`config.mk`:
```
export PLATFORM = sky130hd
export DESIGN_NAME = puzzle_ctrl
export DESIGN_NICKNAME = d
export VERILOG_FILES = /design/src/rtl/puzzle_ctrl.sv
export SDC_FILE = /design/constraint.sdc
export NUM_CORES = 1
export LEC_CHECK = 0
export BUFFER_PORTS_ARGS = -buffer_cell sky130_fd_sc_hd__buf_2
export CORE_MARGIN = 3
export CORE_UTILIZATION = 30
export CTS_BUF_LIST = sky130_fd_sc_hd__clkbuf_8
export CTS_CLUSTER_DIAMETER = 100
export DETAILED_ROUTE_END_ITERATION = 12
export PLACE_DENSITY = 0.53
export SYNTH_ARGS = -nofsm -noshare
export SYNTH_HDL_FRONTEND = slang
export SYNTH_SLANG_ARGS = --single-unit
export TNS_END_PERCENT = 20
```
`constraint.sdc`:
```
create_clock -name clk -period 5.7 [get_ports clk]
set_input_delay 0.57 -clock clk [delete_from_list [all_inputs] [get_ports clk]]
set_output_delay 0.57 -clock clk [all_outputs]
set_load 0.01 [all_outputs]
```
`src/rtl/puzzle_ctrl.sv`:
```
// puzzle_ctrl -- game controller for the 2x2 sliding-tile picture puzzle.
//
// Owns the tile arrangement shown by the VGA renderer. It shuffles the tiles
// from a free-running LFSR, applies player moves, detects the solved
// arrangement (then reveals the missing quarter) and counts effective moves.
//
// Ports:
//   clk          system clock (shared with the renderer)
//   rst          asynchronous reset, active low
//   btn_shuffle  one-cycle pulse: start a new game
//   btn_up/down/left/right  one-cycle move pulses
//   img_nums     tile map {a,b,c,d}, 3 bits each; 0..3 image quarter, 4 blank
//   solved       high while in SOLVED
//   busy         high while shuffling
//   move_cnt     effective moves since last shuffle, saturating at 1023
module puzzle_ctrl #(
  parameter int unsigned SHUFFLE_MOVES = 32,
  parameter logic [15:0] LFSR_SEED     = 16'hACE1
) (
  input  logic        clk,
  input  logic        rst,
  input  logic        btn_shuffle,
  input  logic        btn_up,
  input  logic        btn_down,
  input  logic        btn_left,
  input  logic        btn_right,
  output logic [11:0] img_nums,
  output logic        solved,
  output logic        busy,
  output logic [9:0]  move_cnt
);

  typedef enum logic [1:0] {
    ST_IDLE    = 2'd0,
    ST_SHUFFLE = 2'd1,
    ST_PLAY    = 2'd2,
    ST_SOLVED  = 2'd3
  } state_t;

  // Full picture (d shows quarter 3) and the solved play layout (d blank).
  localparam logic [11:0] FULL_PIC    = 12'b000_001_010_011;
  localparam logic [11:0] PLAY_SOLVED = 12'b000_001_010_100;
  localparam logic [7:0]  SHUF_N      = 8'(SHUFFLE_MOVES);
  localparam logic [9:0]  CNT_MAX     = 10'h3FF;

  state_t      state_q;
  logic [15:0] lfsr_q;
  logic [11:0] img_q;
  logic [1:0]  bpos_q;      // blank position: a=0, b=1, c=2, d=3
  logic [7:0]  step_q;
  logic        solved_q;
  logic        busy_q;
  logic [9:0]  cnt_q;

  // Exchange the fields at positions p and q (position 0 is the MSB field).
  function automatic logic [11:0] swap_fields(input logic [11:0] img,
                                              input logic [1:0]  p,
                                              input logic [1:0]  q);
    logic [11:0] r;
    int unsigned lo_p;
    int unsigned lo_q;
    lo_p = 9 - 3 * int'(p);
    lo_q = 9 - 3 * int'(q);
    r = img;
    r[lo_p +: 3] = img[lo_q +: 3];
    r[lo_q +: 3] = img[lo_p +: 3];
    return r;
  endfunction

  // Fibonacci LFSR, taps 16,14,13,11, shifting toward bit 0.
  logic lfsr_fb;
  assign lfsr_fb = lfsr_q[0] ^ lfsr_q[2] ^ lfsr_q[3] ^ lfsr_q[5];

  always_ff @(posedge clk or negedge rst) begin
    if (!rst) lfsr_q <= LFSR_SEED;
    else      lfsr_q <= {lfsr_fb, lfsr_q[15:1]};
  end

  // Shuffle swap: flipping bit 1 of bpos crosses rows (vertical), flipping
  // bit 0 crosses columns (horizontal), so every bpos has one of each.
  logic [1:0]  shuf_partner_d;
  logic [11:0] shuf_img_d;
  assign shuf_partner_d = lfsr_q[0] ? (bpos_q ^ 2'b10) : (bpos_q ^ 2'b01);
  assign shuf_img_d     = swap_fields(img_q, bpos_q, shuf_partner_d);

  // Move decode with fixed priority up > down > left > right. The highest
  // pressed direction is the one action taken, even if it turns out a no-op.
  logic        mv_ok_d;
  logic [1:0]  mv_partner_d;
  logic [11:0] mv_img_d;

  always_comb begin
    mv_ok_d      = 1'b0;
    mv_partner_d = bpos_q;
    if (btn_up) begin
      mv_ok_d      = ~bpos_q[1];
      mv_partner_d = bpos_q ^ 2'b10;
    end else if (btn_down) begin
      mv_ok_d      = bpos_q[1];
      mv_partner_d = bpos_q ^ 2'b10;
    end else if (btn_left) begin
      mv_ok_d      = ~bpos_q[0];
      mv_partner_d = bpos_q ^ 2'b01;
    end else if (btn_right) begin
      mv_ok_d      = bpos_q[0];
      mv_partner_d = bpos_q ^ 2'b01;
    end
  end

  assign mv_img_d = swap_fields(img_q, bpos_q, mv_partner_d);

  always_ff @(posedge clk or negedge rst) begin
    if (!rst) begin
      state_q  <= ST_IDLE;
      img_q    <= FULL_PIC;
      bpos_q   <= 2'd3;
      step_q   <= 8'd0;
      solved_q <= 1'b0;
      busy_q   <= 1'b0;
      cnt_q    <= 10'd0;
    end else begin
      case (state_q)
        ST_IDLE, ST_SOLVED: begin
          if (btn_shuffle) begin
            state_q  <= ST_SHUFFLE;
            img_q    <= PLAY_SOLVED;
            bpos_q   <= 2'd3;
            step_q   <= 8'd0;
            cnt_q    <= 10'd0;
            busy_q   <= 1'b1;
            solved_q <= 1'b0;
          end
        end

        ST_SHUFFLE: begin
          if (step_q != SHUF_N) begin
            img_q  <= shuf_img_d;
            bpos_q <= shuf_partner_d;
            step_q <= step_q + 8'd1;
          end else if (img_q == PLAY_SOLVED) begin
            // A shuffle that lands back on the solution is not a game.
            img_q  <= shuf_img_d;
            bpos_q <= shuf_partner_d;
          end else begin
            state_q <= ST_PLAY;
            busy_q  <= 1'b0;
          end
        end

        ST_PLAY: begin
          if (btn_shuffle) begin
            state_q  <= ST_SHUFFLE;
            img_q    <= PLAY_SOLVED;
            bpos_q   <= 2'd3;
            step_q   <= 8'd0;
            cnt_q    <= 10'd0;
            busy_q   <= 1'b1;
            solved_q <= 1'b0;
          end else if (img_q == PLAY_SOLVED) begin
            // Solved layout was shown for one cycle; now reveal quarter 3.
            state_q     <= ST_SOLVED;
            solved_q    <= 1'b1;
            img_q[2:0]  <= 3'd3;
          end else if (mv_ok_d) begin
            img_q  <= mv_img_d;
            bpos_q <= mv_partner_d;
            if (cnt_q != CNT_MAX) cnt_q <= cnt_q + 10'd1;
          end
        end

        default: state_q <= ST_IDLE;
      endcase
    end
  end

  assign img_nums = img_q;
  assign solved   = solved_q;
  assign busy     = busy_q;
  assign move_cnt = cnt_q;

endmodule
```
==> impl_metrics.toml, run 1 <==
[power]
p_per_area_nw_per_um2 = 625
clkPwrFrac_pct = 7.5
seq_power_share_pct = 22.6
fin_total_pwr_mw = 3.09
vdd_ir_drop_max_mv = 0.203
p_sw_share_pct = 57.0
power.leakage_nw = 2.02
switching_power_mw = 1.76
combPwrFrac_pct = 69.9
p_int_mw = 1.33

[sta]
relSlewSlack_pct = 38.1
whs_ns = 0.361
final-max-slew-violation-count = 0
tightest_slew_ns = 0.928
fin_crit_sh_pct = 82.2
fin_tns_setup_ns = 0
finalHoldViolations = 0
skew_ns = 0.0130
rsz0062_at_grt = "false"
setup_viol = 0
setup_slack_ns = 1.01
fmax_mhz = 213
period_minus_slack_ns = 4.69

[global_routing]
track_usage_pct = 18.3
gr-total-overflow = 0
antenna_found_initial = 0
grt_pass1_vias = 4406
grt_max_degree = 53
grt_pass1_wl_um = 24400

[floorplan]
num_rows = 44
fp.dieW_um = 130
core_um2 = 14800
fp.dieH_um = 130
initial_core_util_pct = 31.2
top_level_ports = 31
die_area_um2 = 16900

[synth]
synth_cell_types = 80
avgSynthCellArea_um2 = 8.26
netlist_instances = 557
syn_area_um2 = 4600
synth_ff_type = "dfrtp_1"
synth-async-reset-ratio_pct = 100
yosys_warnings = 0
synth-edff-count = 0
synth_seq_cells = 52
synth-seq-area-share_pct = 28.7
syn-num-nets = 581

[setup_path]
cpPeakStageDelay_ns = 1.06
crit_chain = "ha_1 > nor2_1 > or3_4 > and2_4 > inv_2 > ha_1 > mux2i_1 > o21ai_0 > o21ai_0 > o22ai_1 > a21oi_1 > nand2_1 > a311oi_2 > o221ai_1"
required_ns = 5.90
arrival_ns = 4.89
path_buf_inv = 1
endpoint_kind = "flip-flop"
critPathTopFamily = "compound AO/OA/AOI/OAI gates"
critPathKind = "reg -> reg"
critPathSlowestCell = "dfstp_2"
critPathMaxFanout = 36
start_kind = "flip-flop"

[routing]
drt_iter0_drc = 522
drtAntennaViolNets = 0
first_pass_iters = 5
viasPerCell = 6.07
drc = 0
wl_per_cell_um = 20.7
wirelength_um = 15400
vias = 4509

[clock_network]
clockBufferDepth = 2
holdBufCountCts = 0
clk_pin_slew_ns = 0.11
cts_buffers = 5
root_buffer = "clkbuf_8"
ctsHtreeMaxLevel = 2
cts_tree = "done"
clock-sinks = 52
postCtsSetupBuffers = 0
insertion_delay_ns = 0.32
ctsResizeCount = 0

[placed_design]
io_buffers = 30
dpl.cell_count = 735
place.gp.congestion = 0.959
dp_slack_ns = 1.10
dpl.hpwl_um = 10800
placed_cell_area_um2 = 4850

[final_layout]
area_delta_synth_final_pct = 7.29
fin_area_um2 = 4940
drive_above_1_share_pct = 16.5
diodes = 0
fin_util_pct = 33.5
nNetsFinal = 582
instances_no_fill = 743

[min_path]
min_path_type = "in -> async"

[run_status]
status = "finished, final reports clean"

[run]
maxCapViolCount = 0
## logic make-up (layout without fill, tap and decap cells)
| logic type | Yosys count | in the layout | share of synthesized area, % |
|---|---|---|---|
| and+or+nand+nor | 224 | 224 | 25.5 |
| muxes | 34 | 34 | 9.00 |
| xor gates and xnor gates | 16 | 16 | 3.05 |
| DFF | 52 | 52 | 28.7 |
| buffers and inverters | 66 | 68 | 5.71 |
| AOI/OAI and AO/OA | 148 | 148 | 23.5 |
| adders and majority gates | 17 | 17 | 4.62 |
## sequential cells by signal (all words and copies together), names as in the netlist
register	flops
bpos_q	2
busy	1
img_nums	12
lfsr_q	16
move_cnt	10
solved	1
state_q	2
step_q	8
## layer usage
layer  routed length (um)  global-route usage (%)  up-vias
li1                     -                       -     2047
met1                 6920                    26.7     2171
met2                 6530                    27.1      244
met3                 1360                    3.27       47
met4                  588                    6.60        0
met5                    0                       0        -
## cell usage in the layout, fill, tap and decap left out, types with 5 or more instances in the layout
| cell type | instances |
|---|---|
| nand2_1 | 47 |
| xor2_1 | 9 |
| mux2i_1 | 20 |
| o22ai_1 | 5 |
| o31ai_1 | 8 |
| dfstp_2 | 14 |
| clkbuf_8 | 5 |
| mux2_2 | 8 |
| nor2_1 | 53 |
| a32oi_1 | 5 |
| nor3b_1 | 9 |
| a211oi_1 | 6 |
| or2_2 | 5 |
| mux4_2 | 5 |
| inv_1 | 24 |
| nand4_1 | 7 |
| dfrtp_1 | 38 |
| nand2b_1 | 8 |
| nor4b_1 | 5 |
| xnor2_1 | 7 |
| nand3_1 | 26 |
| and2_1 | 6 |
| a31oi_1 | 10 |
| ha_1 | 17 |
| buf_2 | 30 |
| o21ai_0 | 30 |
| a21oi_1 | 27 |
| nor3_1 | 16 |
| nor2b_1 | 18 |
## final cells by class
type / instances / area [um2]
inverters: 26 / 97.6
flip-flops and latches: 52 / 1320
clock buffers: 5 / 68.8
fillers: 1570 / 9820
repair buffers: 34 / 180
clock inverters: 3 / 21.3
well taps: 184 / 230
multi-input cells: 439 / 3020
## synth_stat cells (5+ instances only)
| cell type | count | share of area, % |
|---|---|---|
| a211oi_1 | 6 | 0.98 |
| a21oi_1 | 27 | 2.9 |
| a31oi_1 | 10 | 1.4 |
| a32oi_1 | 5 | 0.95 |
| and2_1 | 6 | 0.82 |
| buf_2 | 6 | 0.65 |
| clkbuf_1 | 31 | 2.5 |
| dfrtp_1 | 38 | 21 |
| dfstp_2 | 14 | 8.0 |
| ha_1 | 17 | 4.6 |
| inv_1 | 24 | 2.0 |
| mux2_2 | 8 | 2.0 |
| mux2i_1 | 20 | 4.4 |
| mux4_2 | 5 | 2.4 |
| nand2_1 | 47 | 3.8 |
| nand2b_1 | 8 | 1.1 |
| nand3_1 | 26 | 2.8 |
| nand4_1 | 7 | 0.95 |
| nor2_1 | 53 | 4.3 |
| nor2b_1 | 18 | 2.4 |
| nor3_1 | 16 | 1.7 |
| nor3b_1 | 9 | 1.5 |
| nor4b_1 | 5 | 0.95 |
| o21ai_0 | 30 | 3.3 |
| o22ai_1 | 5 | 0.68 |
| o31ai_1 | 8 | 1.3 |
| or2_2 | 5 | 0.68 |
| xnor2_1 | 7 | 1.3 |
| xor2_1 | 9 | 1.7 |
## final timing paths
check / startpoint / endpoint / slack (ns) / cells after the start
max in group asynchronous: rst / img_nums[5]$_DFFE_PN0P_ / 4.89 / 2
min reg2reg: lfsr_q[1]$_DFF_PN0_ / lfsr_q[0]$_DFF_PN1_ / 0.36 / 0
min: rst / state_q[0]$_DFFE_PN0P_ / 0.36 / 2
max: bpos_q[0]$_DFFE_PN1P_ / img_nums[7]$_DFFE_PN0P_ / 1.01 / 14
min in group clk: lfsr_q[1]$_DFF_PN0_ / lfsr_q[0]$_DFF_PN1_ / 0.36 / 0
max reg2reg: bpos_q[0]$_DFFE_PN1P_ / img_nums[7]$_DFFE_PN0P_ / 1.01 / 14
## power by group through the flow
stage / Clock [mW] / Combinational [mW] / Sequential (mW)
after floorplan: 0 / 1.67 / 0.521
after global placement: 0 / 2.10 / 0.688
after detailed placement: 0 / 2.09 / 0.691
after CTS: 0.241 / 2.10 / 0.683
after global routing: 0.255 / 2.34 / 0.706
final: 0.233 / 2.16 / 0.697
## worst reg2reg max path: stages (launching register included)
cell and delay, ns:
dfstp_2 1.06, ha_1 0.24, nor2_1 0.07, or3_4 0.34, and2_4 0.22, inv_2 0.19, ha_1 0.69, mux2i_1 0.34
o21ai_0 0.10, o21ai_0 0.19, o22ai_1 0.11, a21oi_1 0.44, nand2_1 0.13, a311oi_2 0.29, o221ai_1 0.15
No activity file was read; power rests on OpenSTA's default activity.
==> inputs of run 2 (changes only) <==
==> constraint.sdc (replaced) <==
create_clock -name clk -period 4.8 [get_ports clk]
set_input_delay 0.48 -clock clk [delete_from_list [all_inputs] [get_ports clk]]
set_output_delay 0.48 -clock clk [all_outputs]
set_load 0.01 [all_outputs]
==> run 2 against run 1 <==
Against the previous run: combinational power increased by 27%; die area unchanged; via count grew 0.51%; sequential share of layout area down 0.27 points; routed wire length is 3.2% higher; global-route usage rose by 0.40 points; power up 22%; first-iteration DRC count down 16%; worst setup slack lost 0.33 ns; final cell count rose by 0.81%; flip-flop and latch count unchanged; hold slack worse by 0.090 ns.
==> impl_metrics.toml, run 2 (synthesis gave the netlist of run 1 again) <==
[routing]
drc = 0
drt_iter0_drc = 439
viasPerCell = 6.05
wirelength_um = 15900
vias = 4532
first_pass_iters = 7
wl_per_cell_um = 21.2
drtAntennaViolNets = 0

[global_routing]
antenna_found_initial = 0
grt_max_degree = 53
gr-total-overflow = 0
grt_pass1_wl_um = 24800
track_usage_pct = 18.7
grt_pass1_vias = 4332

[run]
maxCapViolCount = 0

[sta]
final-max-slew-violation-count = 0
relSlewSlack_pct = 50.2
period_minus_slack_ns = 4.12
setup_slack_ns = 0.678
finalHoldViolations = 0
fin_tns_setup_ns = 0
fin_crit_sh_pct = 85.9
skew_ns = 0.0221
tightest_slew_ns = 0.747
fmax_mhz = 243
setup_viol = 0
rsz0062_at_grt = "false"

[setup_path]
cp-startpoint = "bpos_q[0]$_DFFE_PN1P_"
arrival_ns = 4.34
reg2reg_from = "bpos_q[0]$_DFFE_PN1P_"
critPathKind = "reg -> reg"
endpoint_kind = "flip-flop"
required_ns = 5.01
r2r_setup_slack_ns = 0.68
critPathMaxFanout = 17
start_kind = "flip-flop"

[clock_network]
clk_pin_slew_ns = 0.12
holdBufCountCts = 0
clockBufferDepth = 2
clock-sinks = 52
insertion_delay_ns = 0.33
root_buffer = "clkbuf_8"
cts_tree = "done"
postCtsSetupBuffers = 0
ctsResizeCount = 0
cts_buffers = 5
ctsHtreeMaxLevel = 2

[floorplan]
num_rows = 44
top_level_ports = 31
core_um2 = 14800
die_area_um2 = 16900
fp.dieH_um = 130
fp.dieW_um = 130
initial_core_util_pct = 31.2

[power]
power.leakage_nw = 2.05
p_per_area_nw_per_um2 = 758
vdd_ir_drop_max_mv = 0.262
fin_total_pwr_mw = 3.78

[final_layout]
area_delta_synth_final_pct = 8.40
fin_area_um2 = 4990
top_register = "lfsr_q"
drive_above_1_share_pct = 17.3
mostFrequentLayoutCell = "nor2_1"
largest_reg_flops = 16
nNetsFinal = 588
layout_common_cells = "53 x nor2_1, 47 x nand2_1, 38 x dfrtp_1"
diodes = 0
final.fill_count = 1563

[placed_design]
io_buffers = 30
dp_slack_ns = 0.523
place.gp.congestion = 0.980
dpl.hpwl_um = 11400
placed_cell_area_um2 = 4890

[run_status]
status = "finished, final reports clean"

[min_path]
min_path_type = "in -> async"
[run 2: metrics by stage]
stage	cells	util (%)	hold slack (ns)
3_5_place_dp	741	33.1	0.338
4_1_cts	749	33.8	0.290
3_3_place_gp	741	33.1	0.337
6_report	749	33.8	0.271
5_1_grt	749	33.8	0.314
2_1_floorplan	557	-	0.184
[run 2: layer usage]
layer,wire length (um),GRT usage (%),vias to the layer above,part of all wire [%]
li1,-,-,2067,-
met1,7230,26.2,2197,46
met2,6840,28.1,213,43
met3,1190,4.30,55,7.5
met4,626,7.21,0,3.9
met5,0,0,-,0
[run 2: worst paths after layout]
path | to | depth (start not counted)
worst max-delay path | img_nums[7]$_DFFE_PN0P_ | 14
worst min-delay path | move_cnt[7]$_DFFE_PN0P_ | 2
worst max register to register | img_nums[7]$_DFFE_PN0P_ | 14
worst min register to register | lfsr_q[5]$_DFF_PN1_ | 0
max in group asynchronous | move_cnt[9]$_DFFE_PN0P_ | 2
min in group clk | lfsr_q[5]$_DFF_PN1_ | 0
[run 2: final cells by class]
cell class | count | area (um2) | share of cell area (%)
clock buffers | 5 | 68.8 | 1.38
flip-flops and latches | 52 | 1320 | 26.4
inverters | 26 | 97.6 | 1.96
repair buffers | 40 | 225 | 4.52
clock inverters | 3 | 27.5 | 0.552
multi-input cells | 439 | 3020 | 60.5
well taps | 184 | 230 | 4.62
[run 2: critical path: stages, from the launching register on]
cell      delay [ns]
dfstp_2         0.62
ha_1            0.16
nor2_1          0.07
or3_4           0.34
and2_4          0.23
inv_2           0.20
ha_1            0.68
mux2i_1         0.36
o21ai_0         0.10
o21ai_0         0.16
o22ai_1         0.10
a21oi_1         0.45
nand2_1         0.12
a311oi_2        0.27
o221ai_1        0.15
[run 2: power by group]
| part | switching (mW) | internal (mW) |
|---|---|---|
| sequential | 0.224 | 0.533 |
| combinational | 1.76 | 0.984 |
| clock | 0.171 | 0.108 |
==> inputs of run 3 (changes only) <==
--- a/config.mk
+++ b/config.mk
@@ -6,12 +6,14 @@
 export NUM_CORES = 1
 export LEC_CHECK = 0
 export BUFFER_PORTS_ARGS = -buffer_cell sky130_fd_sc_hd__buf_2
+export CORE_ASPECT_RATIO = 1.75
 export CORE_MARGIN = 3
 export CORE_UTILIZATION = 30
 export CTS_BUF_LIST = sky130_fd_sc_hd__clkbuf_8
 export CTS_CLUSTER_DIAMETER = 100
 export DETAILED_ROUTE_END_ITERATION = 12
 export PLACE_DENSITY = 0.53
+export REMOVE_ABC_BUFFERS = 1
 export SYNTH_ARGS = -nofsm -noshare
 export SYNTH_HDL_FRONTEND = slang
 export SYNTH_SLANG_ARGS = --single-unit
==> run 3 against run 2 <==
Against the previous run: largest power group unchanged; worst setup slack better by 0.073 ns; clock power rose by 15%; routed wire length up 6.6%; critical path type unchanged; power increased by 1.5%.
==> impl_metrics.toml, run 3 (synthesis gave the netlist of run 1 again) <==
[run_status]
status = "finished, final reports clean"

[sta]
finalHoldViolations = 0
fin_crit_sh_pct = 84.3
fmax_mhz = 247
final-max-slew-violation-count = 0
period_minus_slack_ns = 4.05
fin_tns_setup_ns = 0
setup_viol = 0
relSlewSlack_pct = 36.4
skew_ns = 0.0166
rsz0062_at_grt = "false"
tightest_slew_ns = 0.953
whs_ns = 0.269

[routing]
drc = 0
wl_per_cell_um = 22.5
drt_iter0_drc = 369
viasPerCell = 6.20
first_pass_iters = 6
vias = 4657
drtAntennaViolNets = 0
wirelength_um = 16900

[final_layout]
seqCellArea_um2 = 1320
diodes = 0
layout_common_cells = "53 x nor2_1, 47 x nand2_1, 38 x dfrtp_1"
largest_reg_flops = 16
top_register = "lfsr_q"
drive_above_1_share_pct = 17.6
area_delta_synth_final_pct = 9.19
fin_area_um2 = 5020
nNetsFinal = 591
final.fill_count = 1582
multiInputGateArea_um2 = 3020
mostFrequentLayoutCell = "nor2_1"

[floorplan]
num_rows = 59
die_area_um2 = 16900
initial_core_util_pct = 30.7
fp.dieW_um = 99.6
core_um2 = 15000
fp.dieH_um = 170
top_level_ports = 31

[setup_path]
start_kind = "flip-flop"
arrival_ns = 4.25
critPathMaxFanout = 12
critPathKind = "reg -> reg"
required_ns = 5.00
endpoint_kind = "flip-flop"

[global_routing]
grt_pass1_vias = 4621
grt_use_met1_pct = 21.3
track_usage_pct = 19.8
grt_pass1_wl_um = 26100
antenna_found_initial = 0
gr-total-overflow = 0
grt_max_degree = 53
use_met2_pct = 35.0
busiest_layer = "met2"
grtUsageMet3_pct = 2.75

[clock_network]
postCtsSetupBuffers = 0
clockBufferDepth = 2
insertion_delay_ns = 0.33
cts_tree = "done"
cts_buffers = 5
ctsResizeCount = 0
root_buffer = "clkbuf_8"
clock-sinks = 52
clk_pin_slew_ns = 0.11
ctsHtreeMaxLevel = 2
holdBufCountCts = 0

[placed_design]
dpl.hpwl_um = 12400
place.gp.congestion = 1.01
io_buffers = 30
placed_cell_area_um2 = 4910

[run]
maxCapViolCount = 0

[power]
fin_total_pwr_mw = 3.84
vdd_ir_drop_max_mv = 0.300
power.leakage_nw = 2.08
p_per_area_nw_per_um2 = 764

[min_path]
min_path_type = "in -> async"
==> run 3: critical path, cell delays in order (launching register included) <==
cell and delay (ns):
dfstp_2 0.64, ha_1 0.16, nor2_1 0.06, or3_4 0.34, and2_4 0.23, inv_2 0.21, ha_1 0.39, mux2i_1 0.35
o21ai_0 0.11, o21ai_0 0.23, o22ai_1 0.12, a21oi_1 0.51, nand2_1 0.14, a311oi_2 0.28, o221ai_1 0.16
==> run 3: cell type report <==
type	count	share of cell area, %
well taps	183	4.56
repair buffers	43	4.93
multi-input cells	439	60.1
clock inverters	3	0.847
inverters	26	1.94
flip-flops and latches	52	26.3
clock buffers	5	1.37
==> run 3: path summary, 6_finish.rpt <==
path                                        from                 endpoint  slack, ns  depth (start not counted)
max reg2reg                bpos_q[0]$_DFFE_PN1P_  img_nums[7]$_DFFE_PN0P_       0.75                         14
min in group clk             lfsr_q[4]$_DFF_PN0_      lfsr_q[3]$_DFF_PN0_       0.35                          0
max                        bpos_q[0]$_DFFE_PN1P_  img_nums[7]$_DFFE_PN0P_       0.75                         14
max in group asynchronous                    rst      lfsr_q[2]$_DFF_PN0_       4.03                          2
min                                          rst  move_cnt[2]$_DFFE_PN0P_       0.27                          2
min reg2reg                  lfsr_q[4]$_DFF_PN0_      lfsr_q[3]$_DFF_PN0_       0.35                          0
==> run 3: through the flow <==
step,util [%],instances,setup WS (ns)
global route,33.5,751,0.553
global placement,32.8,743,0.867
CTS,33.5,751,0.825
detailed placement,32.8,743,0.757
finish,33.5,751,0.751
floorplan,-,517,0.995
==> run 3: metal layers <==
metal / wire length [um] / share of wire (%)
met4: 1390 / 8.2
met3: 894 / 5.3
met1: 6120 / 36
met2: 8530 / 50
met5: 0 / 0
==> run 3: report_power, final <==
part / internal (mW) / switching, mW / leakage, nW
logic: 0.984 / 1.80 / 1.36
clock network: 0.156 / 0.163 / 0.0599
registers: 0.534 / 0.196 / 0.660
